--- src/rtl/uart_pkg.sv ---
// Shared constants, FSM state types and command payload for the UART packet link.
package uart_pkg;

  // PC command opcodes
  localparam logic [7:0] UART_SG_RUN  = 8'h52;  // 'R'
  localparam logic [7:0] UART_SG_STOP = 8'h53;  // 'S'

  // Packet tags carried in payload byte 0 (not interpreted by the link)
  localparam logic [7:0] TAG_ADS1292 = 8'h41;   // 'A'
  localparam logic [7:0] TAG_MPR121  = 8'h4D;   // 'M'

  // Bit-level serialiser states
  typedef enum logic [1:0] {
    TX_IDLE,
    TX_START,
    TX_BITS,
    TX_STOP
  } tx_state_e;

  // Bit-level deserialiser states
  typedef enum logic [1:0] {
    RX_IDLE,
    RX_START,
    RX_BITS,
    RX_STOP
  } rx_state_e;

  // Packet sequencer states
  typedef enum logic {
    SEQ_IDLE,
    SEQ_SEND
  } seq_state_e;

  // Command decoder states
  typedef enum logic {
    CMD_OPCODE,
    CMD_ARG
  } cmd_state_e;

  // Decoded command word
  typedef struct packed {
    logic [7:0] opcode;
    logic [7:0] arg;
  } cmd_word_t;

endpackage

--- src/rtl/uart_phy.sv ---
// 8N1 bit-level serialiser and deserialiser, each timed by its own bit counter.
module uart_phy
  import uart_pkg::*;
#(
  parameter int unsigned CLKS_PER_BIT = 434
) (
  input  logic       clk_i,
  input  logic       rst_ni,
  // byte transmit interface; a byte is taken when tx_valid_i && tx_ready_c_o
  input  logic       tx_valid_i,
  input  logic [7:0] tx_data_i,
  output logic       tx_ready_c_o,
  output logic       txd_o,
  // serial receive and decoded byte
  input  logic       rxd_i,
  output logic [7:0] rx_data_o,
  output logic       rx_valid_c_o,
  output logic       rx_err_c_o
);

  localparam int unsigned CW = (CLKS_PER_BIT > 1) ? $clog2(CLKS_PER_BIT) : 1;

  tx_state_e       tx_state_q;
  logic [CW-1:0]   tx_cnt_q;
  logic [2:0]      tx_bit_q;
  logic [7:0]      tx_sh_q;
  logic            txd_q;
  logic            tx_end_c;
  logic            tx_ready_c;

  rx_state_e       rx_state_q;
  logic [CW-1:0]   rx_cnt_q;
  logic [2:0]      rx_bit_q;
  logic [7:0]      rx_sh_q;
  logic            rx_meta_q;
  logic            rx_sync_q;
  logic            rx_prev_q;
  logic            rx_mid_c;
  logic            rx_end_c;

  assign tx_end_c   = (tx_cnt_q == CW'(CLKS_PER_BIT - 1));
  // Accepting on the last stop-bit cycle chains bytes with no idle gap
  assign tx_ready_c = (tx_state_q == TX_IDLE) || ((tx_state_q == TX_STOP) && tx_end_c);

  // Transmit serialiser: start bit, 8 data bits LSB first, stop bit
  always_ff @(posedge clk_i or negedge rst_ni) begin
    if (!rst_ni) begin
      tx_state_q <= TX_IDLE;
      tx_cnt_q   <= '0;
      tx_bit_q   <= '0;
      tx_sh_q    <= '0;
      txd_q      <= 1'b1;
    end else if (tx_ready_c && tx_valid_i) begin
      tx_state_q <= TX_START;
      tx_cnt_q   <= '0;
      tx_sh_q    <= tx_data_i;
      txd_q      <= 1'b0;
    end else begin
      case (tx_state_q)
        TX_IDLE: begin
          txd_q <= 1'b1;
        end
        TX_START: begin
          if (tx_end_c) begin
            tx_cnt_q   <= '0;
            tx_bit_q   <= '0;
            txd_q      <= tx_sh_q[0];
            tx_sh_q    <= {1'b0, tx_sh_q[7:1]};
            tx_state_q <= TX_BITS;
          end else begin
            tx_cnt_q <= tx_cnt_q + CW'(1);
          end
        end
        TX_BITS: begin
          if (tx_end_c) begin
            tx_cnt_q <= '0;
            if (tx_bit_q == 3'd7) begin
              txd_q      <= 1'b1;
              tx_state_q <= TX_STOP;
            end else begin
              tx_bit_q <= tx_bit_q + 3'd1;
              txd_q    <= tx_sh_q[0];
              tx_sh_q  <= {1'b0, tx_sh_q[7:1]};
            end
          end else begin
            tx_cnt_q <= tx_cnt_q + CW'(1);
          end
        end
        TX_STOP: begin
          if (tx_end_c) begin
            tx_cnt_q   <= '0;
            tx_state_q <= TX_IDLE;
          end else begin
            tx_cnt_q <= tx_cnt_q + CW'(1);
          end
        end
        default: tx_state_q <= TX_IDLE;
      endcase
    end
  end

  assign rx_mid_c = (rx_cnt_q == CW'(CLKS_PER_BIT / 2 - 1));
  assign rx_end_c = (rx_cnt_q == CW'(CLKS_PER_BIT - 1));

  // Two-flop synchroniser plus a delayed copy for falling-edge detection
  always_ff @(posedge clk_i or negedge rst_ni) begin
    if (!rst_ni) begin
      rx_meta_q <= 1'b1;
      rx_sync_q <= 1'b1;
      rx_prev_q <= 1'b1;
    end else begin
      rx_meta_q <= rxd_i;
      rx_sync_q <= rx_meta_q;
      rx_prev_q <= rx_sync_q;
    end
  end

  // Receive deserialiser: start-bit glitch recheck, then mid-bit sampling
  always_ff @(posedge clk_i or negedge rst_ni) begin
    if (!rst_ni) begin
      rx_state_q <= RX_IDLE;
      rx_cnt_q   <= '0;
      rx_bit_q   <= '0;
      rx_sh_q    <= '0;
    end else begin
      case (rx_state_q)
        RX_IDLE: begin
          if (rx_prev_q && !rx_sync_q) begin
            rx_cnt_q   <= '0;
            rx_state_q <= RX_START;
          end
        end
        RX_START: begin
          if (rx_mid_c) begin
            rx_cnt_q <= '0;
            rx_bit_q <= '0;
            rx_state_q <= rx_sync_q ? RX_IDLE : RX_BITS;
          end else begin
            rx_cnt_q <= rx_cnt_q + CW'(1);
          end
        end
        RX_BITS: begin
          if (rx_end_c) begin
            rx_cnt_q <= '0;
            rx_sh_q  <= {rx_sync_q, rx_sh_q[7:1]};
            if (rx_bit_q == 3'd7) begin
              rx_state_q <= RX_STOP;
            end else begin
              rx_bit_q <= rx_bit_q + 3'd1;
            end
          end else begin
            rx_cnt_q <= rx_cnt_q + CW'(1);
          end
        end
        RX_STOP: begin
          if (rx_end_c) begin
            rx_cnt_q   <= '0;
            rx_state_q <= RX_IDLE;
          end else begin
            rx_cnt_q <= rx_cnt_q + CW'(1);
          end
        end
        default: rx_state_q <= RX_IDLE;
      endcase
    end
  end

  assign tx_ready_c_o = tx_ready_c;
  assign txd_o        = txd_q;
  assign rx_data_o    = rx_sh_q;
  assign rx_valid_c_o = (rx_state_q == RX_STOP) && rx_end_c && rx_sync_q;
  assign rx_err_c_o   = (rx_state_q == RX_STOP) && rx_end_c && !rx_sync_q;

endmodule

--- src/rtl/uart_packet_controller.sv ---
// Sensor packet transmitter and PC command decoder on top of the 8N1 PHY.
module uart_packet_controller
  import uart_pkg::*;
#(
  parameter int unsigned CLKS_PER_BIT = 434,
  parameter int unsigned MAX_BYTES    = 6,
  parameter int unsigned ARG_TIMEOUT  = 65535
) (
  input  logic                           i_CLK,
  input  logic                           i_RSTN,
  input  logic [8*MAX_BYTES-1:0]         i_UART_DATA_TX,
  input  logic [$clog2(MAX_BYTES+1)-1:0] i_UART_DATA_TX_LEN,
  input  logic                           i_UART_DATA_TX_VALID,
  output logic                           o_DATA_TX_READY,
  output logic [15:0]                    o_UART_DATA_RX,
  output logic                           o_UART_DATA_RX_VALID,
  output logic                           o_UART_RX_ERR,
  input  logic                           i_CORE_BUSY,
  input  logic                           i_UART_RXD,
  output logic                           o_UART_TXD
);

  localparam int unsigned PW = 8 * MAX_BYTES;
  localparam int unsigned LW = $clog2(MAX_BYTES + 1);
  localparam int unsigned TW = $clog2(ARG_TIMEOUT + 1);

  logic          phy_tx_valid_c;
  logic [7:0]    phy_tx_data_c;
  logic          phy_tx_ready_c;
  logic [7:0]    phy_rx_data;
  logic          phy_rx_valid_c;
  logic          phy_rx_err_c;

  seq_state_e    seq_q;
  logic [PW-1:0] pkt_sh_q;
  logic [LW-1:0] pkt_rem_q;
  logic          tx_ready_q;
  logic [LW-1:0] len_clamp_c;
  logic          hs_c;

  cmd_state_e    cmd_q;
  logic [7:0]    cmd_op_q;
  logic [TW-1:0] cmd_cnt_q;
  cmd_word_t     rx_word_q;
  logic          rx_valid_q;
  logic          rx_err_q;

  uart_phy #(
    .CLKS_PER_BIT (CLKS_PER_BIT)
  ) u_phy (
    .clk_i        (i_CLK),
    .rst_ni       (i_RSTN),
    .tx_valid_i   (phy_tx_valid_c),
    .tx_data_i    (phy_tx_data_c),
    .tx_ready_c_o (phy_tx_ready_c),
    .txd_o        (o_UART_TXD),
    .rxd_i        (i_UART_RXD),
    .rx_data_o    (phy_rx_data),
    .rx_valid_c_o (phy_rx_valid_c),
    .rx_err_c_o   (phy_rx_err_c)
  );

  // Handshake qualification and the byte offered to the PHY; the first byte
  // goes straight from the input so its start bit begins right after the handshake
  always_comb begin
    len_clamp_c    = (i_UART_DATA_TX_LEN > LW'(MAX_BYTES)) ? LW'(MAX_BYTES) : i_UART_DATA_TX_LEN;
    hs_c           = (seq_q == SEQ_IDLE) && i_UART_DATA_TX_VALID && (len_clamp_c != '0);
    phy_tx_valid_c = hs_c || ((seq_q == SEQ_SEND) && (pkt_rem_q != '0));
    phy_tx_data_c  = hs_c ? i_UART_DATA_TX[PW-1 -: 8] : pkt_sh_q[PW-1 -: 8];
  end

  // Packet sequencer: latch payload, feed bytes MSB-byte first, shift and count down
  always_ff @(posedge i_CLK or negedge i_RSTN) begin
    if (!i_RSTN) begin
      seq_q      <= SEQ_IDLE;
      pkt_sh_q   <= '0;
      pkt_rem_q  <= '0;
      tx_ready_q <= 1'b1;
    end else begin
      case (seq_q)
        SEQ_IDLE: begin
          if (hs_c) begin
            pkt_sh_q   <= i_UART_DATA_TX << 8;
            pkt_rem_q  <= len_clamp_c - LW'(1);
            tx_ready_q <= 1'b0;
            seq_q      <= SEQ_SEND;
          end
        end
        SEQ_SEND: begin
          if (phy_tx_ready_c) begin
            if (pkt_rem_q != '0) begin
              pkt_sh_q  <= pkt_sh_q << 8;
              pkt_rem_q <= pkt_rem_q - LW'(1);
            end else begin
              tx_ready_q <= 1'b1;
              seq_q      <= SEQ_IDLE;
            end
          end
        end
        default: seq_q <= SEQ_IDLE;
      endcase
    end
  end

  // Command decoder: opcode/argument assembly, busy filtering, argument timeout
  always_ff @(posedge i_CLK or negedge i_RSTN) begin
    if (!i_RSTN) begin
      cmd_q      <= CMD_OPCODE;
      cmd_op_q   <= '0;
      cmd_cnt_q  <= '0;
      rx_word_q  <= '0;
      rx_valid_q <= 1'b0;
      rx_err_q   <= 1'b0;
    end else begin
      rx_valid_q <= 1'b0;
      rx_err_q   <= phy_rx_err_c;
      case (cmd_q)
        CMD_OPCODE: begin
          if (phy_rx_valid_c && (phy_rx_data != 8'h00)) begin
            if (i_CORE_BUSY) begin
              if (phy_rx_data == UART_SG_STOP) begin
                rx_word_q  <= '{opcode: UART_SG_STOP, arg: 8'h00};
                rx_valid_q <= 1'b1;
              end
            end else if ((phy_rx_data == UART_SG_RUN) || (phy_rx_data == UART_SG_STOP)) begin
              rx_word_q  <= '{opcode: phy_rx_data, arg: 8'h00};
              rx_valid_q <= 1'b1;
            end else begin
              cmd_op_q  <= phy_rx_data;
              cmd_cnt_q <= '0;
              cmd_q     <= CMD_ARG;
            end
          end
        end
        CMD_ARG: begin
          if (i_CORE_BUSY) begin
            cmd_q <= CMD_OPCODE;
          end else if (phy_rx_valid_c) begin
            rx_word_q  <= '{opcode: cmd_op_q, arg: phy_rx_data};
            rx_valid_q <= 1'b1;
            cmd_q      <= CMD_OPCODE;
          end else if (cmd_cnt_q == TW'(ARG_TIMEOUT - 1)) begin
            rx_err_q <= 1'b1;
            cmd_q    <= CMD_OPCODE;
          end else begin
            cmd_cnt_q <= cmd_cnt_q + TW'(1);
          end
        end
        default: cmd_q <= CMD_OPCODE;
      endcase
    end
  end

  assign o_DATA_TX_READY      = tx_ready_q;
  assign o_UART_DATA_RX       = rx_word_q;
  assign o_UART_DATA_RX_VALID = rx_valid_q;
  assign o_UART_RX_ERR        = rx_err_q;

endmodule

--- config.mk ---
export PLATFORM = sky130hd
export DESIGN_NAME = uart_packet_controller
export DESIGN_NICKNAME = d
export VERILOG_FILES = /design/src/rtl/uart_pkg.sv /design/src/rtl/uart_phy.sv /design/src/rtl/uart_packet_controller.sv
export SDC_FILE = /design/constraint.sdc
export NUM_CORES = 1
export LEC_CHECK = 0
export CAP_MARGIN = 15
export CORE_MARGIN = 10
export CORE_UTILIZATION = 60
export DETAILED_ROUTE_END_ITERATION = 12
export MAX_ROUTING_LAYER = met4
export PLACE_DENSITY = 0.94
export SETUP_SLACK_MARGIN = 0.1
export SYNTH_ARGS = -nofsm -noshare
export SYNTH_HDL_FRONTEND = slang
export SYNTH_HIERARCHICAL = 1
export SYNTH_SLANG_ARGS = --single-unit
--- constraint.sdc ---
create_clock -name i_CLK -period 5.7 [get_ports i_CLK]
set_clock_uncertainty 0.2 [all_clocks]
set_input_delay 0.855 -clock i_CLK [delete_from_list [all_inputs] [get_ports i_CLK]]
set_output_delay 0.855 -clock i_CLK [all_outputs]
set_load 0.03 [all_outputs]
# [Word level (Yosys, flattened, before mapping)]
# Cells that the tools add are included.
[totals] regBits=144 wordCells=204 inputBits=56 romBits=0 output_inout_bits=20 ram_bits=0 latchBits=0 mem_count=0
[op_classes] add_sub_neg=7 shifts=0 bitwise_logic=5 magnitude_cmp=1 div=0 n_eq_ne=41 n_mux=88 reduce_logical=39 multipliers=0
[ops] op="$mux W16" count=12
[ops] op="$mux W48" count=3
[ops] op="$pmux W48 S2" count=1
[ops] op="$pmux W16 S2" count=2
[ops] op="$mux W9" count=6
[ops] op="$mux W8" count=5
[ops] op="$mux W3" count=10
[ops] op="$pmux W9 S3" count=1
[ops] op="$mux W1" count=26
[ops] op="$mux W2" count=11
[ops] op="$ne A2 B2 Y1 const B" count=11
[ops] op="$reduce_and A5 Y1" count=4
[ops] op="$add A9 B1 Y9 const B" count=2
[ops] op="$eq A9 B9 Y1 const B" count=2
[ops] op="$ne A2 B1 Y1 const B" count=9
[ops] op="$pmux W3 S2" count=3
[ops] op="$add A16 B1 Y16 const B" count=1
[ops] op="$eq A16 B16 Y1 const B" count=1
[ops] op="$eq A8 B7 Y1 const B" count=2
[ops] op="$pmux W8 S2" count=1
[ops] op="$reduce_and A4 Y1" count=3
[ops] op="$logic_and A1 B1 Y1" count=10
[ops] op="$eq A9 B8 Y1 const B" count=1
[ops] op="$ne A3 B1 Y1 const B" count=3
[ops] op="other kinds (25)" count=51

# [Depth between registers and ports, before layout]
# Gate-level depths: netlist of the first run.
[logic_depth] ltp_word=8 mapped_depth=10

# [Cells and area by module]
# The synthesis of the first run kept the hierarchy.
[by_module_without_submodules] module="uart_packet_controller" instances=1 cells_each=395 area_per_inst_um2=4231.6 seq_area_each_um2=2203.4
[by_module_without_submodules] module="uart_phy" instances=1 cells_each=261 area_per_inst_um2=2632.5 seq_area_each_um2=1206.2

# [Least setup slack after synthesis of the first run]
# OpenSTA, ideal clock, no wires.
[synth_path] kind="input-to-reg" start="in i_UART_DATA_TX_LEN[1]" end="reg u_phy.tx_bit_q[0]" arrival_ps=2652 required_ps=5375 path_stages=7 path_buffers=1 path_slack_ps=2723 path_cell_list="o311a_1 > buf_2 > or2_2 > and2_2 > a41oi_4 > nand4_4 > mux2_4"
[synth_between] elab_chain_cells=8
[synth_lines] element="start, declared" line="uart_packet_controller.sv:12" text="input logic [$clog2(MAX_BYTES+1)-1:0] i_UART_DATA_TX_LEN,"
[synth_lines] element="$gt A3 B3 Y1" line="uart_packet_controller.sv:66" text="len_clamp_c = (i_UART_DATA_TX_LEN > LW'(MAX_BYTES)) ? LW'(MAX_BYTES) : i_UART_DATA_TX_LEN;"
[synth_lines] element="$mux W3 *" line="uart_packet_controller.sv:66"
[synth_lines] element="$reduce_bool A3 Y1 *" line="uart_packet_controller.sv:67" text="hs_c = (seq_q == SEQ_IDLE) && i_UART_DATA_TX_VALID && (len_clamp_c != '0);"
[synth_lines] element="$logic_and A1 B1 Y1 *" line="uart_packet_controller.sv:67"
[synth_lines] element="$logic_or A1 B1 Y1 *" line="uart_packet_controller.sv:68" text="phy_tx_valid_c = hs_c || ((seq_q == SEQ_SEND) && (pkt_rem_q != '0));"
[synth_lines] element="via phy_tx_valid_c" line="uart_packet_controller.sv:27" text="logic phy_tx_valid_c;"
[synth_lines] element="$logic_and A1 B1 Y1 *" line="uart_phy.sv:53" text="end else if (tx_ready_c && tx_valid_i) begin"
[synth_lines] element="$not A1 Y1 (no line) *"
[synth_lines] element="$reduce_and A5 Y1 (no line) *"
[synth_lines] element="end signal, assigned" line="uart_phy.sv:81" text="tx_bit_q <= tx_bit_q + 3'd1;"
[synth_lines] element="end, declared" line="uart_phy.sv:25" text="logic [2:0] tx_bit_q;"
# The timed path passes the listed nets; every way through them passes the cells marked *.
# A chain may end at the register's enable or synchronous reset.

# [Final worst setup path of the first run]
[layout_path] start="reg seq_q" end="reg u_phy.tx_sh_q[0]"
[layout_between] elab_chain_cells=7
[layout_lines] element="start, declared" line="uart_packet_controller.sv:34" text="seq_state_e seq_q;"
[layout_lines] element="start signal, assigned" line="uart_packet_controller.sv:75" text="seq_q <= SEQ_IDLE;"
[layout_lines] element="start signal, assigned" line="uart_packet_controller.sv:86" text="seq_q <= SEQ_SEND;"
[layout_lines] element="start signal, assigned" line="uart_packet_controller.sv:96" text="seq_q <= SEQ_IDLE;"
[layout_lines] element="$not A1 Y1"
[layout_lines] element="$logic_and A1 B1 Y1 (2 in a row)" line="uart_packet_controller.sv:67"
[layout_lines] element="$logic_or A1 B1 Y1 *" line="uart_packet_controller.sv:68"
[layout_lines] element="via phy_tx_valid_c" line="uart_packet_controller.sv:27"
[layout_lines] element="$logic_and A1 B1 Y1 *" line="uart_phy.sv:53"
[layout_lines] element="$ne A3 B2 Y1 (no line) (tied with other cells)"
[layout_lines] element="$reduce_and A4 Y1 (no line)"
[layout_lines] element="end signal, assigned" line="uart_phy.sv:56" text="tx_sh_q <= tx_data_i;"
[layout_lines] element="end signal, assigned" line="uart_phy.sv:68" text="tx_sh_q <= {1'b0, tx_sh_q[7:1]};"
[layout_lines] element="end signal, assigned" line="uart_phy.sv:83" text="tx_sh_q <= {1'b0, tx_sh_q[7:1]};"
[layout_lines] element="end, declared" line="uart_phy.sv:26" text="logic [7:0] tx_sh_q;"
# Marks and branches as above.

==> out/qor.txt, run 1 <==
clock transition at the registers of the reported paths: 60 ps
Die Wd: 127 um
Worst Path Max Fanout: 37
final instance area: 8210 um^2
clock network power share: 35.8%
worst vdd ir: 0.000343 V
leakage: 3.79 nW
total power: 2.77 mW
# hold bufs at CTS: 0
sw frac: 29.5%
Syn Nets: 730
DP HPWL: 11,300 um
leading cell types by count after synthesis: dfrtp_1, nand2_1, o21ai_0
Clock Root Buffer: clkbuf_16
P per Cell Area: 338 nW/um^2
Crit Path Category: reg2reg
Reg power frac: 46.0%
final RePlAce weighted congestion: 0.864
TritonCTS Sinks: 136
clk buf depth: 2
GRT Total Usage: 21.7%
core area: 11,300 um^2
die area: 16,100 um^2
worst stage delay on the critical path: 1030 ps
layout cell share with drive strength beyond 1: 13.2%
Psw: 0.818 mW
Clk Latency, worst-skew pair: 420 ps
synth warn: 6
vias in the first global route: 5,607
first-pass GRT wire length: 27,800 um
Die H: 127 um
placed inst area: 7660 um^2
Row Count: 39
fin nets: 798
ys async rst share: 100%
syn avg cell area: 10.5 um^2
initial antenna violation count: 0
cts repair resizes: 0
critical path arrival: 3870 ps
crit path cell chain: inv_1 > o311a_1 > or2_2 > and2_2 > a41o_1 > nand2_1 > o21ai_0
worst path required time: 5740 ps
Final setup viols: 0
PortBufs: 75
share of the synthesized area in the top cell type: 47.8%
Int Pwr: 1.96 mW
Post-synth EDFFs: 0
Final Routed Wirelength: 16,900 um
DRT Pass-1 Iters: 5
Detail Route Antenna Nets: 0
Worst path slowest cell: dfrtp_2
Max-slew headroom: 32.8%
WL per Instance: 19.2 um
Tcrit/Tclk final: 67.0%
Worst Max-Slew Pin Slew: 1010 ps
number of placed I/O pins: 76
logic gate share of total power: 18.2%
# fillers: 722
sequential cell area: 3410 um^2
CTS buffer count: 17
ys flop type: dfrtp_1
crit path capture type: flip-flop
top-count cell post-synth: dfrtp_1
# DRC: 0
post-synthesis cell type count: 79
Fmax: 0.262 GHz
MaxCap Viol Count: 0
H-tree depth: 4
initial core utilization: 60.6%
Final Hold Fails: 0
area delta synth->final: 19.5%
post-synthesis sequential area ratio: 49.7%
biggest area consumer among synthesized cells: dfrtp_1
area occupied by multi-input gates: 3210 um^2
via count: 5,515
final core occ: 72.5%
Slew Viols, Final: 0
vias per inst: 6.27
Synth Instances: 656
# diodes: 0
top area cells in the synthesized netlist: dfrtp_1, mux2i_1, o21ai_0
Setup TNS: 0 ps
Synth Cell Area: 6860 um^2
total gr overflow: 0
outcome: completed
RSZ-0062 raised after global routing: no
Min-Delay Path Class: reg2reg
largest net degree at the start of global routing: 80
# Post-CTS Setup Buffers: 0
fin crit period: 3820 ps
TritonCTS clock tree: built
#FFs+latches synth: 136
Worst setup SP type: flip-flop
Iter 0 DRT Violations: 561
[cell type report]
type                       instances  area share, %
clock inverter                    12          0.945
timing repair buffer              78           9.36
sequential                       136           41.6
clock buffer                      20           5.69
inverter                          23           1.08
tap                              143           2.18
multi-input combinational        468           39.2
[stage by stage]
step                      setup slack [ps]  cells  hold slack, ps
after floorplan                       2720    656             145
after global placement                2010    847             146
after detailed placement              1870    847             155
after CTS                             1950    879             162
after global routing                  1710    880             161
final                                 1880    880             156
[flip-flops by register name, indices dropped and copies added, names as in the netlist, 2 cells and up, named ones only]
| register | flops |
|---|---|
| u_phy/rx_data_o | 8 |
| u_phy/tx_bit_q | 3 |
| cmd_cnt_q | 16 |
| cmd_op_q | 8 |
| u_phy/rx_bit_q | 3 |
| pkt_rem_q | 3 |
| pkt_sh_q | 40 |
| u_phy/tx_cnt_q | 9 |
| u_phy/tx_sh_q | 8 |
| u_phy/tx_state_q | 2 |
| u_phy/rx_cnt_q | 9 |
| o_UART_DATA_RX | 16 |
[logic make-up after synthesis]
family          count (synthesis)  synth area share, %
simple gates                  208                 15.6
compound gates                172                 17.2
flops                         136                 49.7
mux                            66                 10.1
buf+inv                        52                 3.61
fa+ha+maj                      18                 3.28
xor+xnor                        4                0.510
[power by group through the flow]
| stage | combinational (mW) | sequential (mW) | clock [mW] |
|---|---|---|---|
| 2_1_floorplan | 0.349 | 1.23 | 0 |
| 3_5_place_dp | 0.485 | 1.28 | 0 |
| 3_3_place_gp | 0.450 | 1.27 | 0 |
| 6_report | 0.506 | 1.28 | 0.992 |
| 5_1_grt | 0.571 | 1.29 | 1.05 |
| 4_1_cts | 0.505 | 1.27 | 1.01 |
[layout by cell type (no fill, tap or decap), types with 16 or more instances in the layout]
cell	count
ha_1	18
dfrtp_1	130
mux2i_1	42
clkdlybuf4s50_1	74
a22o_1	16
o21ai_0	76
mux2_2	22
clkbuf_16	17
nor2_1	28
inv_1	22
nand2_1	99
[worst paths after layout]
kind | slack, ps | cells past startpoint | end | from
worst max-delay path | 1880 | 7 | u_phy/tx_sh_q[0] | seq_q
worst min-delay path | 160 | 0 | u_phy/rx_sync_q | u_phy/rx_meta_q
worst max register to register | 1880 | 7 | u_phy/tx_sh_q[0] | seq_q
worst min register to register | 160 | 0 | u_phy/rx_sync_q | u_phy/rx_meta_q
max in group asynchronous | 3570 | 2 | pkt_sh_q[33] | i_RSTN
min in group asynchronous | 380 | 1 | pkt_sh_q[19] | i_RSTN
[critical path, delay by kind of cell, from the launching register on]
family | cells | cell delay, ps
flops | 1 | 1030
simple gates | 3 | 900
buf+inv | 1 | 390
compound gates | 3 | 1110
[per-layer routing]
layer	up-vias	routed length [um]	global-route usage (%)
met5	-	0	-
met4	0	285	6.36
met3	23	879	5.33
met2	193	9040	37.7
met1	2783	6690	24.2
li1	2516	-	-
Power figures use the tool's default switching activity.
==> inputs of run 2 (changes only) <==
CORE_UTILIZATION = 57   (was 60)
PLACE_DENSITY = 0.91   (was 0.94)
clock period = 3.8 ns   (was 5.7 ns; I/O delays follow)
==> out/qor.txt, run 2 (synthesis gave the netlist of run 1 again) <==
WL per Instance: 18.9 um
Tcrit/Tclk final: 70.0%
die area: 16,800 um^2
Row Count: 40
Final setup viols: 0
# DRC: 0
PortBufs: 75
Crit Path Category: in2reg
Clk Latency, worst-skew pair: 420 ps
Worst setup SP type: input port
final core occ: 69.8%
vias in the first global route: 5,493
TritonCTS Sinks: 136
largest net degree at the start of global routing: 73
final RePlAce weighted congestion: 0.870
MaxCap Viol Count: 0
most frequent cells in the layout: dfrtp_1, nand2_1, o21ai_0, clkdlybuf4s50_1, mux2i_1
clock network power share: 38.0%
# Post-CTS Setup Buffers: 0
commonest non-fill, non-tap cell in the layout: dfrtp_1
Final Routed Wirelength: 16,700 um
Worst Path Max Fanout: 4
Die H: 130 um
GRT Total Usage: 21.2%
leakage: 3.84 nW
Detail Route Antenna Nets: 0
RSZ-0062 raised after global routing: no
max reg flops: 40
worst vdd ir: 0.000394 V
CTS buffer count: 17
Setup TNS: 0 ps
Iter 0 DRT Violations: 458
Fmax: 0.376 GHz
Worst Max-Slew Pin Slew: 949 ps
Die Wd: 130 um
most flop-heavy register: pkt_sh_q
via count: 5,363
clk buf depth: 2
first-pass GRT wire length: 27,400 um
vias per inst: 6.05
fin nets: 802
Slew Viols, Final: 0
P per Cell Area: 518 nW/um^2
critical path arrival: 2800 ps
logic gate share of total power: 18.1%
DP HPWL: 11,500 um
Max-slew headroom: 36.8%
TritonCTS clock tree: built
initial core utilization: 57.6%
outcome: completed
sw frac: 27.9%
number of placed I/O pins: 76
layout cell share with drive strength beyond 1: 13.1%
crit path capture type: flip-flop
core area: 11,900 um^2
total gr overflow: 0
Final Hold Fails: 0
total power: 4.31 mW
DRT Pass-1 Iters: 5
H-tree depth: 4
initial antenna violation count: 0
Min-Delay Path Class: reg2reg
worst path required time: 3940 ps
Reg power frac: 43.9%
Clock Root Buffer: clkbuf_16
area delta synth->final: 21.2%
fin crit period: 2660 ps
clock transition at the registers of the reported paths: 60 ps
# diodes: 0
Psw: 1.20 mW
Int Pwr: 3.11 mW
[run 2: critical path, stage by stage]
cell and delay, ps:
clkdlybuf4s50_1 450, o311a_1 380, or2_2 350, and2_2 250, a211oi_1 420, a41oi_1 190, a31oi_1 190
[run 2: path summary, 6_finish.rpt]
check | endpoint | startpoint | cells past startpoint | slack, ps
max | u_phy/tx_cnt_q[8] | i_UART_DATA_TX_LEN[1] | 7 | 1140
min | u_phy/rx_sync_q | u_phy/rx_meta_q | 0 | 150
max reg2reg | cmd_cnt_q[15] | u_phy/rx_cnt_q[1] | 10 | 1170
min reg2reg | u_phy/rx_sync_q | u_phy/rx_meta_q | 0 | 150
max in group asynchronous | seq_q | i_RSTN | 3 | 2040
min in group asynchronous | pkt_sh_q[26] | i_RSTN | 2 | 430
[run 2: stage by stage]
stage | cell area [um^2] | setup slack (ps) | cells | hold WS [ps]
finish | 8320 | 1140 | 887 | 155
global placement | 7710 | 753 | 854 | 146
global route | 8320 | 995 | 887 | 156
floorplan | 6860 | 1110 | 656 | 74.4
CTS | 8310 | 1150 | 886 | 155
detailed placement | 7710 | 727 | 854 | 147
[run 2: power groups by stage]
| stage | Clock, mW | Combinational [mW] | Sequential (mW) |
|---|---|---|---|
| floorplan | 0 | 0.524 | 1.85 |
| global placement | 0 | 0.706 | 1.89 |
| detailed placement | 0 | 0.762 | 1.91 |
| CTS | 1.65 | 0.785 | 1.88 |
| global route | 1.73 | 0.879 | 1.92 |
| finish | 1.64 | 0.782 | 1.89 |
[run 2: what timing repair did]
item,CTS,global route
gates resized for setup,0,0
hold endpoints to repair,29,0
hold buffers,1,0
[run 2: per-layer routing]
metal	vias to the layer above	track usage, %	share of wire, %
met2	144	36.2	53
met1	2678	23.2	40
li1	2508	-	-
met4	0	8.53	2.0
met5	-	-	0
met3	33	5.48	5.4
[run 2: area by class of cell]
type,instances,area [um^2]
fill,825,3590
sequential,136,3410
multi-input combinational,468,3210
timing repair buffer,82,826
clock buffer,24,502
tap,147,184
clock inverter,7,91.3
inverter,23,88.8
